--- src/rtl/uart_dbus_bridge_core.sv ---
// Byte bridge between a UART and a DBUS-style port: two four-phase source engines,
// two elastic FIFOs and two holdoff-paced strobe sinks, with a loopback/halt mode switch.
module uart_dbus_bridge_core #(
    parameter int c_DATAWIDTH  = 8,
    parameter int c_DEPTHPOW2  = 2,
    parameter int c_SYNCSTAGES = 2,
    parameter int c_CNTWIDTH   = 16
) (
    input  logic                   i_clock,
    input  logic                   i_resetn,
    input  logic [1:0]             i_mode,
    input  logic                   i_a_avail,
    input  logic [c_DATAWIDTH-1:0] i_a_data,
    output logic                   o_a_read,
    input  logic                   i_b_busy,
    output logic                   o_b_enable,
    output logic [c_DATAWIDTH-1:0] o_b_data,
    input  logic                   i_c_avail,
    input  logic [c_DATAWIDTH-1:0] i_c_data,
    output logic                   o_c_read,
    input  logic                   i_d_busy,
    output logic                   o_d_enable,
    output logic [c_DATAWIDTH-1:0] o_d_data,
    output logic [1:0]             o_mode_active,
    output logic [c_DEPTHPOW2:0]   o_ab_level,
    output logic [c_DEPTHPOW2:0]   o_cd_level,
    output logic [c_CNTWIDTH-1:0]  o_ab_count,
    output logic [c_CNTWIDTH-1:0]  o_cd_count,
    output logic [c_CNTWIDTH-1:0]  o_drop_count
);
    localparam int              PW        = c_DEPTHPOW2 + 1;
    localparam int              DEPTH     = 1 << c_DEPTHPOW2;
    localparam logic [2:0]      HOLD_LOAD = 3'(c_SYNCSTAGES + 1);
    localparam logic [PW-1:0]   FULL_XOR  = PW'(1) << c_DEPTHPOW2;

    typedef enum logic {SRC_IDLE = 1'b0, SRC_WAIT = 1'b1} src_state_e;

    // Status synchroniser, one 4-bit slice per stage: {d_busy, c_avail, b_busy, a_avail}.
    logic [3:0] sync_q [c_SYNCSTAGES];
    logic a_av_s, b_busy_s, c_av_s, d_busy_s;

    src_state_e a_st_q, a_st_d, c_st_q, c_st_d;
    logic [PW-1:0] ab_wr_q, ab_rd_q, cd_wr_q, cd_rd_q;
    logic [c_DATAWIDTH-1:0] ab_mem_q [DEPTH];
    logic [c_DATAWIDTH-1:0] cd_mem_q [DEPTH];
    logic [c_DATAWIDTH-1:0] cd_wdata;
    logic [2:0] b_hold_q, d_hold_q;
    logic [1:0] mode_q;
    logic [c_CNTWIDTH-1:0] ab_cnt_q, cd_cnt_q, drop_cnt_q;
    logic b_en_q, d_en_q;
    logic [c_DATAWIDTH-1:0] b_data_q, d_data_q;

    logic ab_empty, ab_full, cd_empty, cd_full;
    logic bridge, loop, quiet, mode_load;
    logic ab_push, cd_push_a, cd_push_c, cd_push, drop_inc;
    logic b_fire, d_fire;

    always_ff @(posedge i_clock or negedge i_resetn) begin
        if (!i_resetn) begin
            for (int i = 0; i < c_SYNCSTAGES; i++) sync_q[i] <= '0;
        end else begin
            sync_q[0] <= {i_d_busy, i_c_avail, i_b_busy, i_a_avail};
            for (int i = 1; i < c_SYNCSTAGES; i++) sync_q[i] <= sync_q[i-1];
        end
    end

    assign a_av_s   = sync_q[c_SYNCSTAGES-1][0];
    assign b_busy_s = sync_q[c_SYNCSTAGES-1][1];
    assign c_av_s   = sync_q[c_SYNCSTAGES-1][2];
    assign d_busy_s = sync_q[c_SYNCSTAGES-1][3];

    assign ab_empty   = (ab_wr_q == ab_rd_q);
    assign cd_empty   = (cd_wr_q == cd_rd_q);
    assign ab_full    = ((ab_wr_q ^ ab_rd_q) == FULL_XOR);
    assign cd_full    = ((cd_wr_q ^ cd_rd_q) == FULL_XOR);
    assign o_ab_level = ab_wr_q - ab_rd_q;
    assign o_cd_level = cd_wr_q - cd_rd_q;

    assign bridge    = (mode_q == 2'b00);
    assign loop      = (mode_q == 2'b01);
    assign quiet     = ab_empty && cd_empty && (a_st_q == SRC_IDLE) && (c_st_q == SRC_IDLE);
    // New handshakes are held off on the switching cycle so no byte lands under the old routing.
    assign mode_load = quiet && (i_mode != mode_q);

    // Four-phase source handshake: read rises on the edge the byte is pushed and
    // stays high until the synchronised avail has dropped.
    always_comb begin
        a_st_d    = a_st_q;
        c_st_d    = c_st_q;
        ab_push   = 1'b0;
        cd_push_a = 1'b0;
        cd_push_c = 1'b0;
        drop_inc  = 1'b0;
        case (a_st_q)
            SRC_IDLE: begin
                if (!mode_load && a_av_s && ((bridge && !ab_full) || (loop && !cd_full))) begin
                    a_st_d    = SRC_WAIT;
                    ab_push   = bridge;
                    cd_push_a = loop;
                end
            end
            default: if (!a_av_s) a_st_d = SRC_IDLE;
        endcase
        case (c_st_q)
            SRC_IDLE: begin
                if (!mode_load && c_av_s && ((bridge && !cd_full) || loop)) begin
                    c_st_d    = SRC_WAIT;
                    cd_push_c = bridge;
                    drop_inc  = loop;
                end
            end
            default: if (!c_av_s) c_st_d = SRC_IDLE;
        endcase
    end

    assign cd_push  = cd_push_a || cd_push_c;
    assign cd_wdata = cd_push_c ? i_c_data : i_a_data;
    assign b_fire   = bridge && !ab_empty && !b_busy_s && (b_hold_q == 3'd0);
    assign d_fire   = (bridge || loop) && !cd_empty && !d_busy_s && (d_hold_q == 3'd0);

    always_ff @(posedge i_clock) begin
        if (ab_push) ab_mem_q[ab_wr_q[PW-2:0]] <= i_a_data;
        if (cd_push) cd_mem_q[cd_wr_q[PW-2:0]] <= cd_wdata;
    end

    always_ff @(posedge i_clock or negedge i_resetn) begin
        if (!i_resetn) begin
            a_st_q     <= SRC_IDLE;
            c_st_q     <= SRC_IDLE;
            ab_wr_q    <= '0;
            ab_rd_q    <= '0;
            cd_wr_q    <= '0;
            cd_rd_q    <= '0;
            b_hold_q   <= '0;
            d_hold_q   <= '0;
            b_en_q     <= 1'b0;
            d_en_q     <= 1'b0;
            b_data_q   <= '0;
            d_data_q   <= '0;
            mode_q     <= 2'b10;
            ab_cnt_q   <= '0;
            cd_cnt_q   <= '0;
            drop_cnt_q <= '0;
        end else begin
            a_st_q <= a_st_d;
            c_st_q <= c_st_d;
            if (ab_push) ab_wr_q <= ab_wr_q + PW'(1);
            if (cd_push) cd_wr_q <= cd_wr_q + PW'(1);
            if (b_fire)  ab_rd_q <= ab_rd_q + PW'(1);
            if (d_fire)  cd_rd_q <= cd_rd_q + PW'(1);
            if (mode_load) mode_q <= i_mode;
            b_en_q <= b_fire;
            d_en_q <= d_fire;
            if (b_fire) b_data_q <= ab_mem_q[ab_rd_q[PW-2:0]];
            if (d_fire) d_data_q <= cd_mem_q[cd_rd_q[PW-2:0]];
            // Holdoff covers the busy synchroniser latency so a stale busy=0 is never trusted.
            if (b_fire)                 b_hold_q <= HOLD_LOAD;
            else if (b_hold_q != 3'd0)  b_hold_q <= b_hold_q - 3'd1;
            if (d_fire)                 d_hold_q <= HOLD_LOAD;
            else if (d_hold_q != 3'd0)  d_hold_q <= d_hold_q - 3'd1;
            if (b_fire && ab_cnt_q != '1)     ab_cnt_q   <= ab_cnt_q + 1'b1;
            if (d_fire && cd_cnt_q != '1)     cd_cnt_q   <= cd_cnt_q + 1'b1;
            if (drop_inc && drop_cnt_q != '1) drop_cnt_q <= drop_cnt_q + 1'b1;
        end
    end

    assign o_a_read      = (a_st_q == SRC_WAIT);
    assign o_c_read      = (c_st_q == SRC_WAIT);
    assign o_b_enable    = b_en_q;
    assign o_d_enable    = d_en_q;
    assign o_b_data      = b_data_q;
    assign o_d_data      = d_data_q;
    assign o_mode_active = mode_q;
    assign o_ab_count    = ab_cnt_q;
    assign o_cd_count    = cd_cnt_q;
    assign o_drop_count  = drop_cnt_q;

endmodule
--- config.mk ---
export PLATFORM = sky130hd
export DESIGN_NAME = uart_dbus_bridge_core
export DESIGN_NICKNAME = d
export VERILOG_FILES = /design/src/rtl/uart_dbus_bridge_core.sv
export SDC_FILE = /design/constraint.sdc
export NUM_CORES = 1
export LEC_CHECK = 0
export CAP_MARGIN = 20
export CORE_UTILIZATION = 50
export CTS_CLUSTER_SIZE = 25
export DETAILED_ROUTE_END_ITERATION = 6
export DONT_BUFFER_PORTS = 1
export PLACE_DENSITY = 0.7
export REMOVE_ABC_BUFFERS = 1
export SLEW_MARGIN = 10
export SYNTH_ARGS = -nofsm -noshare
export SYNTH_HDL_FRONTEND = slang
export SYNTH_SLANG_ARGS = --single-unit
--- constraint.sdc ---
create_clock -name i_clock -period 6.07 [get_ports i_clock]
set_input_delay 1.821 -clock i_clock [delete_from_list [all_inputs] [get_ports i_clock]]
set_output_delay 1.821 -clock i_clock [all_outputs]
set_load 0.02 [all_outputs]
==> impl_metrics.csv, run 1 <==
group,metric,value,unit
outcome,status,"finished clean",
cells_and_area,finalInstanceArea,7660,um2
sta,drv_slew,0,
cells_and_area,final_core_util,57.4,%
critical_path,critPathKind,"reg2out",
grt,grt_max_degree,97,
drt,routed_wl,12.8,mm
cells_and_area,syn_to_final_growth,11.2,%
synth,synth_common_cells,"dfrtp_1 (95), edfxtp_1 (64), xnor2_1 (50)",
power_and_ir_drop,clkPwrFrac,29.1,%
cells_and_area,final_cell_count_no_fill,682,
synth,synthAdderAreaFrac,4.39,%
synth,synth_ff_type,"dfrtp_1",
power_and_ir_drop,pwr-share-seq,47.0,%
sta,setup_viol,0,
place,place_congestion,0.812,
synth,yosysMostFrequentCell,"dfrtp_1",
critical_path,worstReg2RegStart,"ab_rd_q[0]",
critical_path,cp_max_fo,11,
clock_tree,cts-root-buf,"clkbuf_16",
critical_path,cp-start-kind,"flip-flop",
sta,setup_tns,0,ns
power_and_ir_drop,p_sw,1.27,mW
clock_tree,cts-resized-gates,0,
drt,firstDrtPassIters,4,
clock_tree,cts_sinks,160,
clock_tree,cts_buffers,17,
synth,synth.distinct_cells,42,
place,dp.final_hpwl,8.68,mm
cells_and_area,drive_above_1_share,15.4,%
drt,detail_route.vias_per_cell,5.63,
sta,holdWs,0.351,ns
critical_path,cp.arrival,2.20,ns
clock_tree,post_cts_buffers,0,
power_and_ir_drop,combPwrFrac,24.0,%
drt,vias,3842,
sta,rsz0062_at_grt,"false",
synth,yosysTopAreaCellShare,34.5,%
floorplan,start_util,51.6,%
synth,yosys_warnings,0,
hold_path,min_path_type,"reg2reg",
floorplan,std_cell_rows,42,
synth,synth_mux_area_share,9.28,%
synth,synth_top_family_by_area,"simple AND/OR/NAND/NOR gates",
power_and_ir_drop,finalPower,3.68,mW
floorplan,core,13300,um2
drt,drc_errors,0,
synth,synthArstFlopShare,60.0,%
floorplan,die_x,119,um
clock_tree,path_clk_slew,0.06,ns
synth,synth.avg_cell_area,14.2,um2
synth,synth_edf_count,64,
clock_tree,worstSkewPairLatency,0.43,ns
sta,timing.slew.headroom,35.8,%
floorplan,die_y,119,um
hold_path,hold_start,"sync_q[7]",
floorplan,ioPinCount,100,
power_and_ir_drop,vdd_drop_max,0.282,mV
synth,synthXorXnorAreaFrac,7.37,%
job,drv_cap,0,
sta,finalHoldViolations,0,
synth,synth_compound_area_share,2.71,%
cells_and_area,final_nets,539,
clock_tree,hold_buffers,0,
drt,ant_nets,0,
grt,grt_remaining_overflow,0,
place,placed_area,7060,um2
drt,drtIter0Drc,185,
grt,grt_pass1_vias,4043,
synth,seq_area_frac_synth,62.8,%
synth,netlist_area,6890,um2
clock_tree,clock_path_buffers,2,
place,io_buffer_count,0,
power_and_ir_drop,leakagePower,3.13,nW
synth,synthSimpleGateAreaFrac,11.6,%
critical_path,crit_required,4.25,ns
critical_path,endpoint_kind,"primary output",
synth,synth_area_leader_cell,"dfrtp_1",
power_and_ir_drop,netSwitchingFraction,34.5,%
drt,wl_per_cell,18.7,um
grt,antenna_found_initial,1,
place,pre_cts_ws,2.34,ns
floorplan,die-area,14300,um2
grt,grt_pass1_wl,21.1,mm
clock_tree,cts_tree,"yes",
sta,skew,0.0172,ns
synth,ys_ff_latch,160,
power_and_ir_drop,p_int,2.41,mW
sta,max_freq,0.249,GHz
synth,yosys-top-cells-area,"dfrtp_1 (34%), edfxtp_1 (28%), xnor2_1 (6.4%)",
synth,synthCells,485,
sta,worst_slack,2.05,ns
clock_tree,htree_levels,4,
sta,tightestPinTransition,0.958,ns
sta,finalCritPeriodShare,66.2,%
sta,min_period,4.02,ns
power_and_ir_drop,power.density,480,nW/um2
grt,grt_usage,19.9,%
place,dp_cells,649,
critical_path,critPathLaunch,"ab_rd_q[0]",
final cells by class:
type	count	area [um2]
fill	1081	5690
timing repair buffer	2	15.0
inverter	18	67.6
antenna	1	2.50
clock inverter	12	161
tap	176	220
sequential	160	4330
clock buffer	20	437
multi-input combinational	293	2430
flip-flops by register name, indices dropped and copies added, names as in the netlist, 3 cells and up:
register      flops
cd_rd_q           3
o_b_data          8
ab_mem_q         32
b_hold_q          3
o_d_data          8
cd_wr_q           3
o_cd_count       16
sync_q            4
d_hold_q          3
ab_rd_q           3
cd_mem_q         32
ab_wr_q           3
o_drop_count     16
o_ab_count       16
worst paths after layout:
kind / end / slack [ns] / cells past startpoint
worst min register to register: d_busy_s / 0.35 / 0
min in group asynchronous: o_drop_count[13] / 1.09 / 0
worst max register to register: cd_mem_q[2][3] / 3.00 / 6
worst min-delay path: d_busy_s / 0.35 / 0
worst max-delay path: o_ab_level[2] / 2.05 / 3
max in group asynchronous: o_mode_active[1] / 4.74 / 0
critical path: stages, from the launching register on:
cell     delay, ns
dfrtp_1       0.62
ha_1          0.32
fa_1          0.38
xnor2_1       0.45
kinds of logic (layout without fill, tap and decap cells):
| logic type | count (synthesis) | in the layout |
|---|---|---|
| other | 0 | 1 |
| AND/OR/NAND/NOR | 145 | 145 |
| flip-flops | 160 | 160 |
| multiplexers | 41 | 41 |
| XOR/XNOR | 58 | 58 |
| adder cells (fa/ha/maj) | 23 | 23 |
| AO/OA/AOI/OAI | 26 | 26 |
| buffers and inverters | 32 | 52 |
power groups by stage:
stage	registers (mW)	clock network, mW	logic (mW)
after global routing	1.77	1.13	1.00
after CTS	1.73	1.09	0.901
after global placement	1.74	0	0.868
after detailed placement	1.75	0	0.892
after floorplan	1.68	0	0.719
final	1.73	1.07	0.883
routing by layer:
layer  wire (um)  GRT usage, %
met5           0             0
met4         187          8.20
met3         963          8.00
met2        6340          31.9
met1        5290          23.8
cells in the final DEF (no fill, tap or decap), drive strengths merged, types with 19 or more instances in the layout:
| cell type | netlist | final |
|---|---|---|
| nand2 | 42 | 42 |
| clkbuf | 6 | 20 |
| ha | 21 | 21 |
| xnor2 | 50 | 50 |
| dfrtp | 95 | 95 |
| mux2 | 23 | 23 |
| and3 | 24 | 24 |
| nand3 | 19 | 19 |
| edfxtp | 64 | 64 |
| nand4 | 20 | 20 |
| inv | 18 | 19 |
Power figures use the tool's default switching activity.
==> inputs of run 2 (changes only) <==
Clock period 6.07 ns to 3.7 ns, I/O delays scaled along.
==> run 2 against run 1 <==
  * Die area unchanged
  * Count of clock-buffer cells in the layout down 2
  * Sequential share of layout area up 0.12 points
  * Critical endpoint is now o_cd_level[2]
  * Largest power group unchanged
==> impl_metrics.csv, run 2 (same netlist as run 1, synthesis figures left out) <==
group,metric,value,unit
sta,timing.slew.headroom,49.1,%
cells_and_area,layout_common_cells,"dfrtp_1 (95), edfxtp_1 (64), xnor2_1 (50)",
floorplan,die_x,119,um
critical_path,endpoint_kind,"primary output",
clock_tree,post_cts_buffers,0,
critical_path,crit_chain,"buf_4, ha_1, fa_1, xnor2_1",
sta,skew,0.0101,ns
grt,grt_pass1_wl,21.5,mm
sta,min_period,3.18,ns
cells_and_area,drive_above_1_share,16.5,%
clock_tree,cts_tree,"yes",
floorplan,start_util,51.6,%
place,io_buffer_count,0,
grt,grt_max_degree,97,
sta,worst_slack,0.521,ns
grt,antenna_found_initial,0,
floorplan,core,13300,um2
hold_path,min_path_type,"reg2reg",
drt,detail_route.vias_per_cell,5.60,
clock_tree,cts-root-buf,"clkbuf_16",
cells_and_area,finalInstanceArea,7650,um2
place,place_congestion,0.838,
sta,drv_slew,0,
drt,ant_nets,0,
cells_and_area,regArea,4330,um2
drt,wl_per_cell,18.9,um
power_and_ir_drop,vdd_drop_max,0.392,mV
clock_tree,htree_levels,4,
place,pre_cts_ws,0.628,ns
cells_and_area,final_core_util,57.3,%
sta,finalCritPeriodShare,85.9,%
drt,drtIter0Drc,257,
sta,max_freq,0.315,GHz
critical_path,cp.arrival,2.07,ns
place,placed_area,7080,um2
job,drv_cap,0,
grt,grt_remaining_overflow,0,
floorplan,std_cell_rows,42,
clock_tree,cts-resized-gates,0,
sta,tightestPinTransition,0.764,ns
floorplan,ioPinCount,100,
cells_and_area,syn_to_final_growth,10.9,%
clock_tree,cts_sinks,160,
cells_and_area,multi_input_area,2430,um2
place,dp.final_hpwl,8.84,mm
outcome,status,"finished clean",
critical_path,max_stage_delay,0.50,ns
sta,rsz0062_at_grt,"false",
cells_and_area,final_common_cell,"dfrtp_1",
drt,firstDrtPassIters,4,
clock_tree,path_clk_slew,0.06,ns
cells_and_area,antenna_cells,0,
power_and_ir_drop,power.density,783,nW/um2
critical_path,critPathKind,"reg2out",
sta,holdWs,0.343,ns
drt,drc_errors,0,
critical_path,cp_max_fo,11,
floorplan,die-area,14300,um2
sta,setup_tns,0,ns
grt,grt_usage,20.0,%
critical_path,cp-start-kind,"flip-flop",
power_and_ir_drop,leakagePower,3.13,nW
clock_tree,worstSkewPairLatency,0.42,ns
floorplan,die_y,119,um
clock_tree,hold_buffers,0,
drt,routed_wl,13.0,mm
cells_and_area,final_nets,542,
cells_and_area,nFillCells,1093,
drt,vias,3830,
grt,grt_pass1_vias,4068,
sta,setup_viol,0,
clock_tree,clock_path_buffers,2,
critical_path,crit_slowest_cell,"xnor2_1",
clock_tree,cts_buffers,17,
sta,finalHoldViolations,0,
critical_path,crit_required,2.59,ns
## run 2: changes by cell type in the layout (fill, tap and decap cells not counted), moves of 2 or more
cell / previous run / this run
clkbuf_1: 3 / 1
buf_4: 2 / 5
inv_6: 1 / 5
clkinv_4: 5 / 2
bufinv_16: 3 / 1
clkinv_2: 0 / 3
## run 2: where the power goes
group,internal [mW],total [mW],switching (mW)
combinational,0.653,1.54,0.887
clock,0.938,1.66,0.722
sequential,2.26,2.78,0.527
total,3.85,5.98,2.14
## run 2: stage by stage
stage	std cells	power [mW]
CTS	684	6.06
floorplan	471	3.93
global placement	652	4.31
detailed placement	652	4.39
finish	684	5.98
global route	684	6.34
## run 2: final cells by class
| cell class | count | area share (%) |
|---|---|---|
| repair buffers | 5 | 0.491 |
| clock buffers | 18 | 5.61 |
| well taps | 176 | 2.88 |
| flip-flops and latches | 160 | 56.6 |
| clock inverters | 14 | 1.73 |
| multi-input cells | 293 | 31.8 |
| inverters | 18 | 0.884 |
## run 2: worst max-delay path, delay by kind of cell (launching register included)
family | cells | cell delay, ns
XOR/XNOR | 1 | 0.50
adder cells (fa/ha/maj) | 2 | 0.58
buffers and inverters | 1 | 0.20
flip-flops | 1 | 0.36
## run 2: path summary, 6_finish.rpt
kind | startpoint | to | slack, ns | cells past startpoint
max reg2reg | cd_rd_q[1] | cd_mem_q[0][6] | 0.67 | 7
min in group asynchronous | i_resetn | o_drop_count[8] | 0.38 | 0
min | sync_q[6] | c_av_s | 0.34 | 0
min reg2reg | sync_q[6] | c_av_s | 0.34 | 0
max | cd_rd_q[0] | o_cd_level[2] | 0.52 | 4
max in group asynchronous | i_resetn | o_mode_active[1] | 3.13 | 0
## run 2: per-layer routing
metal	vias up	track usage, %	routed length (um)
met2	86	31.8	6400
li1	1782	-	-
met3	14	7.47	867
met4	0	7.11	188
met5	-	0	0
met1	1948	25.1	5510
